`src/rtl/fifo_pkg.sv`:
```
// ---------------------------------------------------------------------------
// fifo_pkg
// Shared definitions for the write side of the async FIFO.
//   ADDRESS_SIZE / DATA_WIDTH : default geometry (depth = 2**ADDRESS_SIZE)
//   ptr_t                     : binary pointer with one extra wrap bit
//   SKID_DEPTH                : number of entries in the ingress skid buffer
//   fill_of()                 : occupied entries from write/read pointers
// ---------------------------------------------------------------------------
package fifo_pkg;

  localparam int ADDRESS_SIZE = 4;
  localparam int DATA_WIDTH   = 8;

  typedef logic [ADDRESS_SIZE:0] ptr_t;

  // Skid buffer occupancy encodings
  localparam logic [1:0] SKID_EMPTY = 2'd0;
  localparam logic [1:0] SKID_ONE   = 2'd1;
  localparam logic [1:0] SKID_DEPTH = 2'd2;

  // The extra MSB makes a plain modulo subtraction correct across wrap:
  // the difference is always in 0..2**ADDRESS_SIZE for legal pointers.
  function automatic ptr_t fill_of(input ptr_t wr_ptr, input ptr_t rd_ptr);
    return ptr_t'(wr_ptr - rd_ptr);
  endfunction

endpackage

```
`src/rtl/write_ingress_if.sv`:
```
// ---------------------------------------------------------------------------
// write_ingress_if
// Producer valid/ready stream into the FIFO write front end.
//   in_valid : producer word valid
//   in_data  : producer word
//   in_ready : consumer can take a word this cycle
// Modports: master = producer side, slave = write_ingress side.
// ---------------------------------------------------------------------------
interface write_ingress_if #(
  parameter int data_width = 8
);

  logic                  in_valid;
  logic [data_width-1:0] in_data;
  logic                  in_ready;

  modport master (
    output in_valid,
    output in_data,
    input  in_ready
  );

  modport slave (
    input  in_valid,
    input  in_data,
    output in_ready
  );

endinterface

```
`src/rtl/write_skid_buf.sv`:
```
// ---------------------------------------------------------------------------
// write_skid_buf
// Two-entry FIFO-ordered skid buffer with a registered ready.
// Ports:
//   write_clk, wreset_n : clock, async active-low reset
//   push_valid_i        : producer valid (push = push_valid_i & ready_o)
//   push_data_i         : producer word
//   pop_i               : head consumed this cycle (only asserted when count != 0)
//   ready_o             : registered, high when the buffer will not be full
//   count_o             : occupancy 0..2
//   head_o              : oldest buffered word
// ---------------------------------------------------------------------------
module write_skid_buf
  import fifo_pkg::*;
#(
  parameter int data_width = DATA_WIDTH
) (
  input  logic                  write_clk,
  input  logic                  wreset_n,
  input  logic                  push_valid_i,
  input  logic [data_width-1:0] push_data_i,
  input  logic                  pop_i,
  output logic                  ready_o,
  output logic [1:0]            count_o,
  output logic [data_width-1:0] head_o
);

  logic [1:0]            count_q, count_d;
  logic [data_width-1:0] head_q, head_d;
  logic [data_width-1:0] tail_q, tail_d;
  logic                  ready_q, ready_d;
  logic                  push;

  assign push = push_valid_i & ready_q;

  // Next-state for the two slots. The head slot always holds the oldest
  // word; a pop shifts the tail forward. A simultaneous push and pop keeps
  // the count and appends behind whatever remains, so ordering is kept.
  // Ready is computed from the next count so it is already low in the cycle
  // the buffer becomes full.
  always_comb begin
    count_d = count_q;
    head_d  = head_q;
    tail_d  = tail_q;
    unique case ({push, pop_i})
      2'b10: begin
        if (count_q == SKID_EMPTY) head_d = push_data_i;
        else                       tail_d = push_data_i;
        count_d = count_q + 2'd1;
      end
      2'b01: begin
        head_d  = tail_q;
        count_d = count_q - 2'd1;
      end
      2'b11: begin
        if (count_q == SKID_DEPTH) begin
          head_d = tail_q;
          tail_d = push_data_i;
        end else begin
          head_d = push_data_i;
        end
      end
      default: ;
    endcase
    ready_d = (count_d != SKID_DEPTH);
  end

  // Ready resets low and rises at the first edge after reset release.
  always_ff @(posedge write_clk or negedge wreset_n) begin
    if (!wreset_n) begin
      count_q <= SKID_EMPTY;
      head_q  <= '0;
      tail_q  <= '0;
      ready_q <= 1'b0;
    end else begin
      count_q <= count_d;
      head_q  <= head_d;
      tail_q  <= tail_d;
      ready_q <= ready_d;
    end
  end

  assign ready_o = ready_q;
  assign count_o = count_q;
  assign head_o  = head_q;

endmodule

```
`src/rtl/write_ingress.sv`:
```
// ---------------------------------------------------------------------------
// write_ingress
// Write-side front end of the async FIFO (write_clk domain). Buffers the
// producer stream in a 2-entry skid buffer and issues one memory write plus
// write pointer increment per cycle while the FIFO is not full. Also reports
// a registered fill level and almost_full flag.
// Ports:
//   write_clk, wreset_n : clock, async active-low reset
//   in_bus              : producer valid/ready stream (slave modport)
//   write_full          : registered full flag from the pointer/full block
//   write_pointer       : binary write pointer
//   read_pointer_s      : read pointer synchronized into write_clk
//   almost_full_thresh  : almost_full level (quasi-static)
//   write_incr          : advance write pointer / memory write strobe
//   mem_wdata           : word written at the current write address
//   fill_level          : occupied entries, registered
//   almost_full         : registered fill >= threshold
//   stall_cycles        : only with WRITE_INGRESS_STALL_STAT_EN defined;
//                         saturating count of cycles the producer was
//                         blocked by a full FIFO
// ---------------------------------------------------------------------------
module write_ingress
  import fifo_pkg::*;
#(
  parameter int address_size = ADDRESS_SIZE,
  parameter int data_width   = DATA_WIDTH
) (
  input  logic                    write_clk,
  input  logic                    wreset_n,
  write_ingress_if.slave          in_bus,
  input  logic                    write_full,
  input  logic [address_size:0]   write_pointer,
  input  logic [address_size:0]   read_pointer_s,
  input  logic [address_size:0]   almost_full_thresh,
  output logic                    write_incr,
  output logic [data_width-1:0]   mem_wdata,
  output logic [address_size:0]   fill_level,
  output logic                    almost_full
`ifdef WRITE_INGRESS_STALL_STAT_EN
  ,
  output logic [15:0]             stall_cycles
`endif
);

  logic [1:0]            skid_count;
  logic [data_width-1:0] skid_head;
  logic [address_size:0] fill_q, fill_d;
  logic                  almost_full_q, almost_full_d;

  write_skid_buf #(
    .data_width (data_width)
  ) u_skid (
    .write_clk    (write_clk),
    .wreset_n     (wreset_n),
    .push_valid_i (in_bus.in_valid),
    .push_data_i  (in_bus.in_data),
    .pop_i        (write_incr),
    .ready_o      (in_bus.in_ready),
    .count_o      (skid_count),
    .head_o       (skid_head)
  );

  // A write is issued from the buffer head whenever something is buffered
  // and the pointer block is not reporting full; the pop of the skid buffer
  // is the same strobe, so a stalled FIFO simply holds the buffer.
  assign write_incr = (skid_count != SKID_EMPTY) & ~write_full;
  assign mem_wdata  = skid_head;

  // The package helper is sized for the default geometry; other geometries
  // use the same modulo subtraction directly.
  generate
    if (address_size == ADDRESS_SIZE) begin : g_fill_pkg
      assign fill_d = fill_of(write_pointer, read_pointer_s);
    end else begin : g_fill_inline
      assign fill_d = write_pointer - read_pointer_s;
    end
  endgenerate

  // A zero threshold makes the compare always true, so almost_full is
  // constantly high outside reset.
  assign almost_full_d = (fill_d >= almost_full_thresh);

  // Fill level and almost_full are registered, one cycle behind the
  // pointers, so both flags change on the same edge.
  always_ff @(posedge write_clk or negedge wreset_n) begin
    if (!wreset_n) begin
      fill_q        <= '0;
      almost_full_q <= 1'b0;
    end else begin
      fill_q        <= fill_d;
      almost_full_q <= almost_full_d;
    end
  end

  assign fill_level  = fill_q;
  assign almost_full = almost_full_q;

`ifdef WRITE_INGRESS_STALL_STAT_EN
  logic [15:0] stall_q, stall_d;
  logic        stall_event;

  assign stall_event = (skid_count == SKID_DEPTH) & write_full & in_bus.in_valid;

  // Saturating counter of cycles where the producer is blocked purely
  // because the FIFO behind the full skid buffer is full.
  always_comb begin
    stall_d = stall_q;
    if (stall_event && (stall_q != 16'hFFFF)) stall_d = stall_q + 16'd1;
  end

  always_ff @(posedge write_clk or negedge wreset_n) begin
    if (!wreset_n) stall_q <= '0;
    else           stall_q <= stall_d;
  end

  assign stall_cycles = stall_q;
`endif

endmodule

```
`src/flat_wrapper.sv`:
```
// flat-port wrapper written by rule: the top's interface ports become plain ports
module write_ingress_flat import fifo_pkg::*;
#(
  parameter int address_size = ADDRESS_SIZE,
  parameter int data_width   = DATA_WIDTH
)
  (write_clk, wreset_n, write_full, write_pointer, read_pointer_s, almost_full_thresh, write_incr, mem_wdata, fill_level, almost_full, in_bus_in_valid, in_bus_in_data, in_bus_in_ready);
  write_ingress_if #(.data_width(data_width)) in_bus_i ();
  input  logic write_clk;
  input  logic wreset_n;
  input  logic write_full;
  input  logic [address_size:0] write_pointer;
  input  logic [address_size:0] read_pointer_s;
  input  logic [address_size:0] almost_full_thresh;
  output logic write_incr;
  output logic [data_width-1:0] mem_wdata;
  output logic [address_size:0] fill_level;
  output logic almost_full;
  input wire logic [$bits(in_bus_i.in_valid)-1:0] in_bus_in_valid;
  input wire logic [$bits(in_bus_i.in_data)-1:0] in_bus_in_data;
  output wire logic [$bits(in_bus_i.in_ready)-1:0] in_bus_in_ready;
  assign in_bus_i.in_valid = in_bus_in_valid;
  assign in_bus_i.in_data = in_bus_in_data;
  assign in_bus_in_ready = in_bus_i.in_ready;
  write_ingress #(.address_size(address_size), .data_width(data_width)) u_core (.write_clk(write_clk), .wreset_n(wreset_n), .in_bus(in_bus_i), .write_full(write_full), .write_pointer(write_pointer), .read_pointer_s(read_pointer_s), .almost_full_thresh(almost_full_thresh), .write_incr(write_incr), .mem_wdata(mem_wdata), .fill_level(fill_level), .almost_full(almost_full));
endmodule
```
`config.mk`:
```
export PLATFORM = sky130hd
export DESIGN_NAME = write_ingress_flat
export DESIGN_NICKNAME = d
export VERILOG_FILES = /design/src/rtl/fifo_pkg.sv /design/src/rtl/write_ingress_if.sv /design/src/rtl/write_skid_buf.sv /design/src/rtl/write_ingress.sv /design/src/flat_wrapper.sv
export SDC_FILE = /design/constraint.sdc
export NUM_CORES = 1
export LEC_CHECK = 0
export CAP_MARGIN = 5
export CORE_ASPECT_RATIO = 0.75
export CORE_MARGIN = 5
export CORE_UTILIZATION = 25
export DETAILED_ROUTE_END_ITERATION = 6
export GPL_ROUTABILITY_DRIVEN = 0
export PLACE_DENSITY = 0.51
export REMOVE_ABC_BUFFERS = 1
export SKIP_CTS_REPAIR_TIMING = 1
export SLEW_MARGIN = 20
export SYNTH_ARGS = -nofsm -noshare
export SYNTH_HDL_FRONTEND = slang
export SYNTH_SLANG_ARGS = --single-unit
```
`constraint.sdc`:
```
create_clock -name write_clk -period 3.5 [get_ports write_clk]
set_input_delay 0.35 -clock write_clk [delete_from_list [all_inputs] [get_ports write_clk]]
set_output_delay 0.35 -clock write_clk [all_outputs]
set_load 0.02 [all_outputs]
```
==> results.json <==
{
  "status": "finished clean",
  "worst_hold_slack_ps": 57.0,
  "dieArea_sq_um": 6750,
  "min_period_ps": 2290,
  "viasPerCell": 4.39,
  "endpoint_kind": "flop",
  "worstMarginPinSlew_ps": 664,
  "track_usage_pct": 8.67,
  "nFillCells": 496,
  "io_buffers": 42,
  "yosysWarningCount": 0,
  "core_sq_um": 4950,
  "final_cells": 216,
  "cts_sinks": 25,
  "cts_made_buffers": 3,
  "maxSlewViolCount": 0,
  "grt_max_degree": 26,
  "clk_pin_slew_ps": 100,
  "maxCapViolCount": 0,
  "drive_above_1_share_pct": 11.5,
  "first_iter_violations": 20,
  "drt-total-wl_mm": 2.79,
  "period_share_pct": 65.3,
  "critical-path-max-stage-delay_ps": 530,
  "area_growth_pct": 40.5,
  "syn_area_sq_um": 1300,
  "syn_avg_cell_area_sq_um": 11.6,
  "crit_slowest_cell": "dfrtp_1",
  "multi_input_area_sq_um": 611,
  "cts-root-buf": "clkbuf_8",
  "synth_top_area_share_pct": 48.2,
  "pin_count": 43,
  "dp.cells": 212,
  "clkLatencyLatePin_ps": 270,
  "grt_pass1_wl_mm": 4.65,
  "diodes": 0,
  "ir_drop_mv": 0.166,
  "setup_viol": 0,
  "path_cells": "o21bai_2 > inv_1 > ha_1 > a211oi_4 > mux2_2",
  "synthCells": 112,
  "ctsHtreeMaxLevel": 1,
  "p_leak_nw": 0.795,
  "avgRoutedWirePerCell_microns": 12.9,
  "ys_seq_area_share_pct": 48.2,
  "crit_type": "flop to flop",
  "yosys-top-cells-area": "dfrtp_1 (48%), ha_1 (12%), mux2_2 (6.9%)",
  "start_kind": "flop",
  "fmax_mhz": 437,
  "clock_skew_ps": 11.9,
  "drc": 0,
  "required_ps": 3650,
  "cp.arrival_ps": 2440,
  "max-clock-path-buffers": 2,
  "pre_cts_ws_ps": 1010,
  "die_h_microns": 72.4,
  "cts_tree": "built",
  "grt_setup_unrepaired": "false",
  "powerDensity_nw_per_um2": 714,
  "fin_nets": 197,
  "grt_pass1_vias": 1011,
  "dr.pass1.iters": 4,
  "finalSetupTns_ps": 0,
  "hpwl_mm": 2.18,
  "overflow": 0,
  "fin_ws_ps": 1210,
  "fp-row-count": 22,
  "final_core_util_pct": 36.8,
  "hold_path.class": "input port to async pin",
  "antenna_found_initial": 0,
  "ff_latch_area_sq_um": 626,
  "synth_cell_types": 23,
  "ant_nets": 0,
  "ys_ff_latch": 25,
  "num_vias": 949,
  "die_w_microns": 93.2,
  "maxSlewHeadroom_pct": 55.7,
  "hold_viol_final": 0,
  "worst-path-max-fanout": 8,
  "initial_core_util_pct": 26.2,
  "synth_top_area_cell": "dfrtp_1"
}
kinds of logic after synthesis:
group | synth area share (%)
buffers and inverters | 5.49
adder cells (fa/ha/maj) | 13.1
multiplexers | 6.94
XOR/XNOR | 4.72
AND/OR/NAND/NOR | 5.11
AO/OA/AOI/OAI | 16.5
flip-flops | 48.2
cell usage after synthesis, drive strengths merged:
cell type,count
o21ai,1
inv,13
buf,2
o21bai,2
o31ai,1
dfrtp,25
a21o,3
mux2,8
xnor2,5
nand2,1
nand2b,3
a211oi,2
fa,1
xor2,2
a211o,1
a22oi,8
ha,12
a21oi,11
nor2,11
cell usage in the layout (no fill, tap or decap), types with 5 or more instances in the layout:
cell type | synthesis | routed
clkdlybuf4s50_1 | 0 | 41
dfrtp_1 | 25 | 25
inv_1 | 13 | 13
ha_1 | 12 | 12
a21oi_1 | 10 | 10
nor2_1 | 10 | 10
mux2_2 | 8 | 8
a22oi_1 | 8 | 8
xnor2_1 | 5 | 5
flip-flops by register name, summed over array words and instances (netlist names):
register,cells
u_core.fill_level,5
u_core.u_skid.count_o,2
u_core.u_skid.head_o,8
u_core.almost_full,1
u_core.u_skid.ready_o,1
u_core.u_skid.tail_q,8
final cells by class:
| type | count | area share, % |
|---|---|---|
| Sequential cell | 25 | 34.3 |
| Multi-Input combinational cell | 72 | 33.5 |
| Timing Repair Buffer | 42 | 22.8 |
| Tap cell | 60 | 4.12 |
| Inverter | 13 | 2.67 |
| Clock buffer | 3 | 2.26 |
| Clock inverter | 1 | 0.412 |
final timing paths:
path | start | end | slack, ps | cells after the start
min | wreset_n | u_core.u_skid.head_o[1] | 60 | 1
max reg2reg | u_core.u_skid.count_o[0] | u_core.u_skid.tail_q[5] | 1210 | 5
min in group write_clk | u_core.u_skid.tail_q[3] | u_core.u_skid.tail_q[3] | 520 | 1
max in group asynchronous | wreset_n | u_core.fill_level[2] | 3060 | 1
max | u_core.u_skid.count_o[0] | u_core.u_skid.tail_q[5] | 1210 | 5
min reg2reg | u_core.u_skid.tail_q[3] | u_core.u_skid.tail_q[3] | 520 | 1
power breakdown:
group | internal [mW] | leakage (nW) | total [mW] | switching (mW)
Clock | 0.0806 | 0.0217 | 0.174 | 0.0935
Sequential | 0.417 | 0.290 | 0.503 | 0.0862
Combinational | 0.315 | 0.483 | 0.625 | 0.310
worst max-delay path: cells and delay by family, from the launching register on:
family / cells / cell delay [ps]
AOI/OAI and AO/OA: 2 / 820
DFF: 1 / 530
muxes: 1 / 390
adders and majority gates: 1 / 290
buffers and inverters: 1 / 130
metrics by stage:
step	area [sq um]	power, mW
after floorplan	1280	0.884
after global placement	1770	1.12
after detailed placement	1770	1.14
after CTS	1820	1.32
after global routing	1820	1.40
final	1820	1.30
routing by layer:
metal  vias to the layer above  part of all wire [%]  track usage, %
met4                         0                  0.50            2.60
li1                        474                     -               -
met1                       431                    45            10.6
met3                         2                    13            4.97
met5                         -                     0               0
met2                        42                    41            12.9
No activity file was read; power rests on OpenSTA's default activity.
